===== config.mk =====
export PLATFORM = sky130hd
export DESIGN_NAME = ps2_key_event_rx
export DESIGN_NICKNAME = d
export VERILOG_FILES = /design/src/rtl/ps2_pkg.sv /design/src/rtl/ps2_evt_fifo.sv /design/src/rtl/ps2_key_event_rx.sv
export SDC_FILE = /design/constraint.sdc
export NUM_CORES = 1
export LEC_CHECK = 0
export BUFFER_PORTS_ARGS = -buffer_cell sky130_fd_sc_hd__buf_4
export CAP_MARGIN = 20
export CORE_ASPECT_RATIO = 0.8
export CORE_MARGIN = 2
export CORE_UTILIZATION = 45
export DETAILED_ROUTE_END_ITERATION = 6
export GPL_ROUTABILITY_DRIVEN = 0
export SYNTH_ARGS = -nofsm -noshare
export SYNTH_HDL_FRONTEND = slang
export SYNTH_SLANG_ARGS = --single-unit

===== constraint.sdc =====
create_clock -name iCLK -period 2.8 [get_ports iCLK]
set_clock_uncertainty 0.05 [all_clocks]
set_input_delay 0.14 -clock iCLK [delete_from_list [all_inputs] [get_ports iCLK]]
set_output_delay 0.14 -clock iCLK [all_outputs]
set_load 0.1 [all_outputs]

===== src/rtl/ps2_pkg.sv =====
// Shared types and constants for the PS/2 key event receiver.
// Scan-code set 2 prefixes, event bundle and frame FSM states.
package ps2_pkg;

    localparam logic [7:0] PS2_EXT_PREFIX   = 8'hE0;
    localparam logic [7:0] PS2_BREAK_PREFIX = 8'hF0;

    typedef struct packed {
        logic       ext;
        logic       brk;
        logic [7:0] code;
    } ps2_evt_t;

    typedef enum logic [1:0] {
        IDLE,
        RECV,
        CHECK
    } frame_state_e;

    // Frame is {stop, parity, data[7:0], start}, start in bit 0.
    function automatic logic frame_ok(input logic [10:0] f);
        return !f[0] && f[10] && (^f[9:1]);
    endfunction

endpackage


===== src/rtl/ps2_evt_fifo.sv =====
// Synchronous event FIFO with occupancy count and drop-on-full pulse.
// A simultaneous push and pop while full both succeed.
module ps2_evt_fifo
    import ps2_pkg::*;
#(
    parameter int DEPTH = 8
) (
    input  logic                     iCLK,
    input  logic                     iRST,
    input  logic                     push,
    input  ps2_evt_t                 wdata,
    input  logic                     pop,
    output logic                     valid,
    output ps2_evt_t                 rdata,
    output logic                     overflow,
    output logic [$clog2(DEPTH):0]   count
);

    localparam int AW = $clog2(DEPTH);
    localparam logic [AW:0] FULL_CNT = (AW+1)'(DEPTH);

    ps2_evt_t      mem [DEPTH];
    logic [AW-1:0] wr_ptr;
    logic [AW-1:0] rd_ptr;
    logic [AW:0]   cnt;
    logic          ovf_q;
    logic          full;
    logic          do_pop;
    logic          do_push;

    assign full    = (cnt == FULL_CNT);
    assign valid   = (cnt != '0);
    assign do_pop  = pop && valid;
    assign do_push = push && (!full || do_pop);

    always_ff @(posedge iCLK) begin
        if (do_push) begin
            mem[wr_ptr] <= wdata;
        end
    end

    always_ff @(posedge iCLK) begin
        if (iRST) begin
            wr_ptr <= '0;
            rd_ptr <= '0;
            cnt    <= '0;
            ovf_q  <= 1'b0;
        end else begin
            if (do_push) begin
                wr_ptr <= wr_ptr + 1'b1;
            end
            if (do_pop) begin
                rd_ptr <= rd_ptr + 1'b1;
            end
            unique case ({do_push, do_pop})
                2'b10:   cnt <= cnt + 1'b1;
                2'b01:   cnt <= cnt - 1'b1;
                default: cnt <= cnt;
            endcase
            ovf_q <= push && !do_push;
        end
    end

    assign rdata    = valid ? mem[rd_ptr] : '0;
    assign overflow = ovf_q;
    assign count    = cnt;

endmodule


===== src/rtl/ps2_key_event_rx.sv =====
// PS/2 keyboard receiver: decodes set-2 bytes into make/break key events
// with E0/F0 prefix tracking, buffered in a valid/ready drained FIFO.
module ps2_key_event_rx
    import ps2_pkg::*;
#(
    parameter int SAMPLE_DIV    = 250,
    parameter int TIMEOUT_TICKS = 4000,
    parameter int FIFO_DEPTH    = 8
) (
    input  logic                          iCLK,
    input  logic                          iRST,
    input  logic                          iPS2_clk,
    input  logic                          iPS2_data,
    output logic                          oEvtValid,
    input  logic                          iEvtReady,
    output logic [7:0]                    oKeyCode,
    output logic                          oExtended,
    output logic                          oBreak,
    output logic                          oFrameErr,
    output logic                          oOverflow,
    output logic [$clog2(FIFO_DEPTH):0]   oFifoCount
);

    localparam int DW = (SAMPLE_DIV > 1) ? $clog2(SAMPLE_DIV) : 1;
    localparam int TW = $clog2(TIMEOUT_TICKS + 1);
    localparam logic [DW-1:0] DIV_LAST = DW'(SAMPLE_DIV - 1);
    localparam logic [TW-1:0] TO_LAST  = TW'(TIMEOUT_TICKS - 1);

    logic          clk_s1, clk_s2, clk_prev;
    logic          dat_s1, dat_s2;
    logic [DW-1:0] div_cnt;
    logic          tick;
    logic          fall;

    frame_state_e  state_q, state_d;
    logic [10:0]   sh_q;
    logic [3:0]    bitcnt_q;
    logic [TW-1:0] to_cnt_q;
    logic          shift_en;
    logic          err_d;
    logic          bad_frame;
    logic          byte_ok;
    logic          err_q;

    logic          byte_vld_q;
    logic [7:0]    byte_q;
    logic          ext_pend;
    logic          brk_pend;
    logic          evt_push;
    ps2_evt_t      evt_in;
    ps2_evt_t      head;
    logic          head_vld;

    always_ff @(posedge iCLK) begin
        if (iRST) begin
            clk_s1   <= 1'b1;
            clk_s2   <= 1'b1;
            clk_prev <= 1'b1;
            dat_s1   <= 1'b1;
            dat_s2   <= 1'b1;
            div_cnt  <= '0;
        end else begin
            clk_s1 <= iPS2_clk;
            clk_s2 <= clk_s1;
            dat_s1 <= iPS2_data;
            dat_s2 <= dat_s1;
            div_cnt <= tick ? '0 : div_cnt + 1'b1;
            if (tick) begin
                clk_prev <= clk_s2;
            end
        end
    end

    assign tick = (div_cnt == DIV_LAST);
    assign fall = tick && clk_prev && !clk_s2;

    always_comb begin
        state_d   = state_q;
        shift_en  = 1'b0;
        err_d     = 1'b0;
        bad_frame = 1'b0;
        byte_ok   = 1'b0;
        unique case (state_q)
            IDLE: begin
                if (fall) begin
                    shift_en = 1'b1;
                    state_d  = RECV;
                end
            end
            RECV: begin
                if (fall) begin
                    shift_en = 1'b1;
                    if (bitcnt_q == 4'd10) begin
                        state_d = CHECK;
                    end
                end else if (tick && to_cnt_q == TO_LAST) begin
                    err_d   = 1'b1;
                    state_d = IDLE;
                end
            end
            CHECK: begin
                state_d = IDLE;
                if (frame_ok(sh_q)) begin
                    byte_ok = 1'b1;
                end else begin
                    err_d     = 1'b1;
                    bad_frame = 1'b1;
                end
            end
            default: state_d = IDLE;
        endcase
    end

    always_ff @(posedge iCLK) begin
        if (iRST) begin
            state_q    <= IDLE;
            sh_q       <= '0;
            bitcnt_q   <= '0;
            to_cnt_q   <= '0;
            err_q      <= 1'b0;
            byte_vld_q <= 1'b0;
            byte_q     <= '0;
        end else begin
            state_q    <= state_d;
            err_q      <= err_d;
            byte_vld_q <= byte_ok;
            if (byte_ok) begin
                byte_q <= sh_q[8:1];
            end
            if (shift_en) begin
                sh_q     <= {dat_s2, sh_q[10:1]};
                bitcnt_q <= (state_q == IDLE) ? 4'd1 : bitcnt_q + 4'd1;
            end
            // Timeout only runs while a frame is partially received.
            if (state_q != RECV || fall) begin
                to_cnt_q <= '0;
            end else if (tick) begin
                to_cnt_q <= to_cnt_q + 1'b1;
            end
        end
    end

    always_ff @(posedge iCLK) begin
        if (iRST || bad_frame) begin
            ext_pend <= 1'b0;
            brk_pend <= 1'b0;
        end else if (byte_vld_q) begin
            unique case (1'b1)
                byte_q == PS2_EXT_PREFIX:   ext_pend <= 1'b1;
                byte_q == PS2_BREAK_PREFIX: brk_pend <= 1'b1;
                default: begin
                    ext_pend <= 1'b0;
                    brk_pend <= 1'b0;
                end
            endcase
        end
    end

    assign evt_push = byte_vld_q
                   && byte_q != PS2_EXT_PREFIX
                   && byte_q != PS2_BREAK_PREFIX;
    assign evt_in   = '{ext: ext_pend, brk: brk_pend, code: byte_q};

    ps2_evt_fifo #(
        .DEPTH(FIFO_DEPTH)
    ) u_fifo (
        .iCLK    (iCLK),
        .iRST    (iRST),
        .push    (evt_push),
        .wdata   (evt_in),
        .pop     (iEvtReady),
        .valid   (head_vld),
        .rdata   (head),
        .overflow(oOverflow),
        .count   (oFifoCount)
    );

    assign oEvtValid = head_vld;
    assign oKeyCode  = head.code;
    assign oExtended = head.ext;
    assign oBreak    = head.brk;
    assign oFrameErr = err_q;

endmodule


## After elaboration in Yosys (flattened, before gate mapping)

Memories as Yosys holds them, arrays and structs flattened. A register that Yosys moved wholly into a read port is not among the register bits.
Cells that the tools add are included.

| cells by class | value |
|---|---|
| add/subtract/negate cells | 7 |
| equal/unequal tests | 16 |
| muxes and demuxes | 23 |
| bitwise gates (word level) | 2 |
| reduce and logical (&&, ||, !) cells | 27 |

Operators by type and width:

| kind | count |
|---|---|
| == test 8 bit (second input constant) | 3 |
| inequality test 8 bit (second input constant) | 2 |
| adder 12 x 1 -> 12 bit (second input constant) | 1 |
| == test 12 bit (second input constant) | 1 |
| logical AND 1 bit | 10 |
| 2-to-1 mux 1 bit | 10 |
| 2-to-1 mux 10 bit | 1 |
| XOR reduction 9 bit | 1 |
| adder 4 x 1 -> 4 bit (second input constant) | 2 |
| adder 8 x 1 -> 8 bit (second input constant) | 1 |
| == test 4 bit (second input constant) | 2 |
| 2-to-1 mux 2 bit | 4 |
| case mux 4 bit (2 select lines) | 1 |
| adder 3 x 1 -> 3 bit (second input constant) | 2 |
| 2-to-1 mux 3 bit | 2 |
| inequality test 3 bit (second input constant) | 2 |
| case mux 1 bit (2 select lines) | 3 |
| OR reduction 2 bit | 3 |
| == test 2 x 1 -> 1 bit (second input constant) | 2 |
| == test 2 bit (second input constant) | 2 |
| logical NOT 1 bit | 4 |
| 2-to-1 mux 4 bit | 1 |
| case mux 2 bit (2 select lines) | 1 |
| AND reduction 2 bit | 2 |
| other kinds (9) | 12 |

| storage, ports and cells | value |
|---|---|
| bits in registers | 65 |
| RAM bits | 80 |
| input bits | 5 |
| output and inout bits | 17 |
| word-level logic and storage cells | 95 |
| memories kept | 1 |

Memories:

| name | words | width | rd ports | clocked after memory_dff | wr ports | RTL line | source |
|---|---|---|---|---|---|---|---|
| u_fifo.mem | 8 | 10 | 1 | 1 | 1 | ps2_evt_fifo.sv:22 | `ps2_evt_t mem [DEPTH];` |

## Depth between registers and ports, before layout

| depth | value |
|---|---|
| depth after elaboration | 6 |
| depth in mapped cells | 12 |
| gate-level depth less buffers | 11 |

## Hierarchy

Synthesis repeated with hierarchy kept, for this count alone.

| second synthesis, totals | value |
|---|---|
| cell total of the unflattened synthesis | 483 |
| area total of the unflattened synthesis | 6,267.3 µm² |

By module, submodules not included:

| module | times used | cells an instance | area each (µm²) | sequential area each (µm²) |
|---|---|---|---|---|
| ps2_evt_fifo | 1 | 212 | 3,797.4 | 2,682.6 |
| ps2_key_event_rx | 1 | 271 | 2,469.9 | 1,081.0 |

## Worst setup path after synthesis

Ideal clock, no wire load.

| timing path | value |
|---|---|
| path type | register to register |
| from | register u_fifo.cnt[0] (netlist: u_fifo.count[0]) |
| to | register u_fifo.cnt[2] (netlist: u_fifo.count[2]) |
| library setup time | 70 ps |
| arrival | 3,640 ps |
| data required time | 2,680 ps |
| setup slack | -960 ps |
| cell stages (with the launch flop) | 13 |
| path buffers | 1 |
| clock period less this slack | 3,760 ps |
| cells stage by stage | dfxtp_1 or3_1 nor2_1 inv_1 and2_1 clkbuf_1 ha_1 xor2_1 ha_1 a21oi_1 xor2_1 or3_1 a21oi_1 |

| between the ends | value |
|---|---|
| word-level cells in the longest chain between the ends | 6 |
| elaborated cells between the ends (all ways) | 12 |
| those cells by class | add/sub: 2; eq/ne: 3; mux: 1; reduce/logical: 6 |

RTL lines:

| element | RTL line | source |
|---|---|---|
| start, declared | ps2_evt_fifo.sv:25 | `logic [AW:0] cnt;` |
| start signal, assigned | ps2_evt_fifo.sv:56 | `2'b10: cnt <= cnt + 1'b1;` |
| start signal, assigned | ps2_evt_fifo.sv:57 | `2'b01: cnt <= cnt - 1'b1;` |
| start signal, assigned | ps2_evt_fifo.sv:58 | `default: cnt <= cnt;` |
| nonzero test 4 bit * | ps2_evt_fifo.sv:32 | `assign valid = (cnt != '0);` |
| via oEvtValid | ps2_key_event_rx.sv:14 | `output logic oEvtValid,` |
| logical AND 1 bit * | ps2_evt_fifo.sv:33 | `assign do_pop = pop && valid;` |
| via u_fifo.do_pop | ps2_evt_fifo.sv:28 | `logic do_pop;` |
| logical OR 1 bit | ps2_evt_fifo.sv:34 | `assign do_push = push && (!full \|\| do_pop);` |
| logical AND 1 bit | ps2_evt_fifo.sv:34 |  |
| == test 2 x 1 -> 1 bit or == test 2 bit (tied branches) | ps2_evt_fifo.sv:55 | `unique case ({do_push, do_pop})` |
| case mux 4 bit (2 select lines) or nonzero test 2 bit (tied branches) | - |  |

Mark *: on every way through the listed nets, which the timed path passes. The rest lies on a longest branch.
A chain may end at the register's enable or synchronous reset.

## Worst setup path in the final report

| timing path | value |
|---|---|
| from | register byte_q[1] |
| to | register u_fifo.cnt[2] (netlist: u_fifo.count[2]) |

| between the ends | value |
|---|---|
| word-level cells in the longest chain between the ends | 6 |
| elaborated cells between the ends (all ways) | 9 |
| those cells by class | eq/ne: 4; mux: 1; reduce/logical: 4 |

RTL lines:

| element | RTL line | source |
|---|---|---|
| start, declared | ps2_key_event_rx.sv:46 | `logic [7:0] byte_q;` |
| start signal, assigned | ps2_key_event_rx.sv:128 | `byte_q <= sh_q[8:1];` |
| inequality test 8 bit | ps2_key_event_rx.sv:160 | `&& byte_q != PS2_EXT_PREFIX` |
| logical AND 1 bit | ps2_key_event_rx.sv:160 |  |
| logical AND 1 bit * | ps2_key_event_rx.sv:161 | `&& byte_q != PS2_BREAK_PREFIX;` |
| logical AND 1 bit * | ps2_evt_fifo.sv:34 |  |
| == test 2 x 1 -> 1 bit or == test 2 bit (tied branches) | ps2_evt_fifo.sv:55 |  |
| case mux 4 bit (2 select lines) or nonzero test 2 bit (tied branches) | - |  |

Every way passes the cells marked *; elsewhere a longest branch is shown, timed or not.

==> impl_metrics.env <==
export IMPL_fin_tns_setup_ns=0
export IMPL_final_cells=695
export IMPL_crit_top_cell="xor2_1"
export IMPL_worstPathRequired_ns=3.09
export IMPL_grt_max_degree=48
export IMPL_grt_pass1_wl_um=18700
export IMPL_area_growth_pct=17.2
export IMPL_async_reset_ff_share_pct=0
export IMPL_nNetsFinal=525
export IMPL_ir_drop_mv=0.400
export IMPL_synth_area_per_cell_um2=13.0
export IMPL_finalCriticalPeriod_ns=2.55
export IMPL_setup_violations_final=0
export IMPL_reg2reg_to="u_fifo.count[2]$_SDFFE_PP0P_"
export IMPL_syn_cell_area_um2=6060
export IMPL_hold_viol_final=0
export IMPL_reg2reg_setup_slack_ns=0.25
export IMPL_htree_num_levels=4
export IMPL_crit_end="u_fifo.count[2]$_SDFFE_PP0P_"
export IMPL_drtPass1Iterations=4
export IMPL_wl_per_cell_um=16.4
export IMPL_antenna_left=0
export IMPL_port_buffers=21
export IMPL_r2r_start="byte_q[1]$_SDFFE_PP0P_"
export IMPL_avgViaCountPerCell=5.21
export IMPL_slew_headroom_pct=33.5
export IMPL_max_cap_viol_count=0
export IMPL_start_util_pct=46.6
export IMPL_wl_um=11400
export IMPL_power_static_leakage_uw=0.00252
export IMPL_synth_seq_cells=148
export IMPL_cpPeakStageDelay_ns=0.53
export IMPL_reg2reg_depth=10
export IMPL_place_ws_ns=0.315
export IMPL_ys_flop_type="edfxtp_1"
export IMPL_critPathKind="reg -> reg"
export IMPL_die_area_um2=14400
export IMPL_synthSimpleGateAreaFrac_pct=13.6
export IMPL_vias=3618
export IMPL_rsz0062_at_grt="false"
export IMPL_grt_use_total_pct=17.5
export IMPL_fmax_mhz=392
export IMPL_drc=0
export IMPL_dpl_hpwl_um=7300
export IMPL_synthCells=467
export IMPL_die_x_um=134
export IMPL_powerDensity_nw_per_um2=622
export IMPL_die_height_um=108
export IMPL_cts_tree="yes"
export IMPL_synth_compound_area_share_pct=3.69
export IMPL_cts_sinks=148
export IMPL_core_um2=13000
export IMPL_arrival_ns=2.84
export IMPL_gr_total_overflow=0
export IMPL_max_slew_worst_pin_slew_ns=0.993
export IMPL_synth_top_family_by_area="simple AND/OR/NAND/NOR gates"
export IMPL_startpoint="byte_q[1]$_SDFFE_PP0P_"
export IMPL_dp_cells=660
export IMPL_crit_path_max_fanout=7
export IMPL_drv_slew=0
export IMPL_clk_pin_slew_ns=0.06
export IMPL_fin_ws_ns=0.246
export IMPL_status="finished, final reports clean"
export IMPL_io_pins=22
export IMPL_synthMuxAreaShare_pct=11.3
export IMPL_path_cells="or4_1, o221ai_1, buf_4, ha_4, xor2_1, ha_2, a21oi_2, xor2_1, or3_1, a21oi_1"
export IMPL_drt_iter0_drc=258
export IMPL_diodes=0
export IMPL_synth_distinct_cells=47
export IMPL_cts_made_buffers=17
export IMPL_synth_edf_count=80
export IMPL_clock_path_buffers=2
export IMPL_seq_area_frac_synth_pct=62.1
export IMPL_setup_worst_path_start_class="flip-flop"
export IMPL_hold_path_class="in -> reg"
export IMPL_yosys_area_share_adder_pct=2.68
export IMPL_rows=37
export IMPL_yosys_warnings=0
export IMPL_antenna_found_initial=0
export IMPL_hold_path_startpoint="iRST"
export IMPL_drive_above_1_share_pct=20.6
export IMPL_cts_root_buf="clkbuf_16"
export IMPL_grt_pass1_vias=3485
export IMPL_period_share_pct=91.2
export IMPL_clkLatencyLatePin_ns=0.42
export IMPL_end_kind="flip-flop"
export IMPL_power_uw=4420
export IMPL_cp_slowest_cell="or4_1"
export IMPL_synth_fp_nets=485
export IMPL_synth_xor_area_share_pct=4.83
## cell type report
| class | count | area, µm² |
|---|---|---|
| clock buffer | 21 | 440 |
| clock inverter | 11 | 111 |
| fill | 1087 | 5900 |
| inverter | 11 | 45.0 |
| multi-input combinational | 290 | 2220 |
| sequential | 148 | 3780 |
| tap | 175 | 219 |
| timing repair buffer | 39 | 298 |
## cell usage after synthesis, types with 3 or more instances
cell type	instances	area (µm²)
nor2_1	66	248
xor2_1	16	140
and4_1	3	26.3
inv_1	11	41.3
or3_1	4	25.0
edfxtp_1	80	2400
nor3_1	8	40.0
nand2b_1	9	56.3
o21ai_0	8	40.0
or2_2	8	50.1
clkbuf_1	14	52.6
nand4_1	5	31.3
xnor2_1	12	105
nand3b_1	3	22.5
a21oi_1	23	115
mux2i_1	21	210
nand2_1	36	135
ha_1	13	163
dfxtp_1	68	1360
mux4_2	20	450
nand3_1	6	30.0
## worst max-delay path, delay by kind of cell (launching register included)
kind,cells,cell delay (ns)
xor gates and xnor gates,2,0.33
DFF,1,0.31
buffers and inverters,1,0.20
adders and majority gates,2,0.37
and+or+nand+nor,2,0.85
AOI/OAI and AO/OA,3,0.36
## report_power, final
group | leakage (µW) | internal [µW] | switching, µW
registers | 0.00132 | 2270 | 5.33
clock network | 0.000256 | 1300 | 823
logic | 0.000942 | 13.1 | 16.6
total | 0.00252 | 3580 | 845
## metrics by stage
step	area [µm²]	hold WS, ns	util [%]
after floorplan	6120	0.194	-
after global placement	6530	0.275	50.2
after detailed placement	6530	0.278	50.2
after CTS	7100	0.101	54.6
after global routing	7110	0.132	54.6
final	7110	0.116	54.6
## per-layer routing
metal	global-route usage (%)	wire length, µm	vias to the layer above
met1	24.6	5790	1772
met5	0	0	-
li1	-	-	1758
met3	4.90	446	11
met4	7.37	115	0
met2	25.3	5070	77
## what timing repair did
item                                    in CTS  in global routing
hold buffers                                 2                  0
endpoints found under the setup margin       0                  0
buffers inserted                             0                  0
endpoints found under the hold margin        2                  0
gates resized for setup                      0                  0
## sequential cells by signal, indices dropped and copies added (netlist names), 2 cells and up, named ones only
register / count
bitcnt_q: 4
byte_q: 8
div_cnt: 8
sh_q: 11
state_q: 2
to_cnt_q: 12
u_fifo.count: 4
u_fifo.mem: 80
u_fifo.rd_ptr: 3
u_fifo.wr_ptr: 3
## layout by cell type (no fill, tap or decap), types with 2 or more instances in the layout
master         synthesis  layout
dlygate4sd3_1          0       2
nand3_1                6       6
edfxtp_1              80      80
dfxtp_4                0       3
nor3b_1                2       2
or4_1                  2       2
or3_1                  4       3
clkbuf_16              0      17
mux2i_1               21      21
clkbuf_1              14       4
a31oi_1                2       2
clkinv_1               0       3
nand2_1               36      36
dfxtp_1               68      64
and4_1                 3       3
nor2_1                66      65
clkinv_2               0       2
buf_4                  1      37
nor2b_1                2       2
inv_1                 11      10
clkinvlp_4             0       5
nand4_1                5       5
nand4b_1               2       2
or2_2                  8       8
o21ai_0                8       8
xor2_1                16      16
a21oi_1               23      22
nand3b_1               3       3
xnor2_1               12      12
mux4_2                20      20
ha_1                  13      11
bufinv_16              0       2
nor3_1                 8       8
nand2b_1               9       9
## worst min path at each step
stage                               endpoint  slack, ns  depth (start not counted)
CTS                   byte_q[5]$_SDFFE_PP0P_       0.10                          2
global placement           clk_s1$_SDFF_PP1_       0.27                          2
finish              bitcnt_q[1]$_SDFFE_PP0P_       0.12                          2
detailed placement         clk_s1$_SDFF_PP1_       0.28                          2
floorplan                  clk_s1$_SDFF_PP1_       0.19                          1
global route        bitcnt_q[1]$_SDFFE_PP0P_       0.13                          2
## kinds of logic after synthesis
kind of cell,after synthesis
AND/OR/NAND/NOR,165
flip-flops,148
multiplexers,42
AO/OA/AOI/OAI,40
adder cells (fa/ha/maj),13
buffers and inverters,29
XOR/XNOR,30
Power figures use the tool's default switching activity.
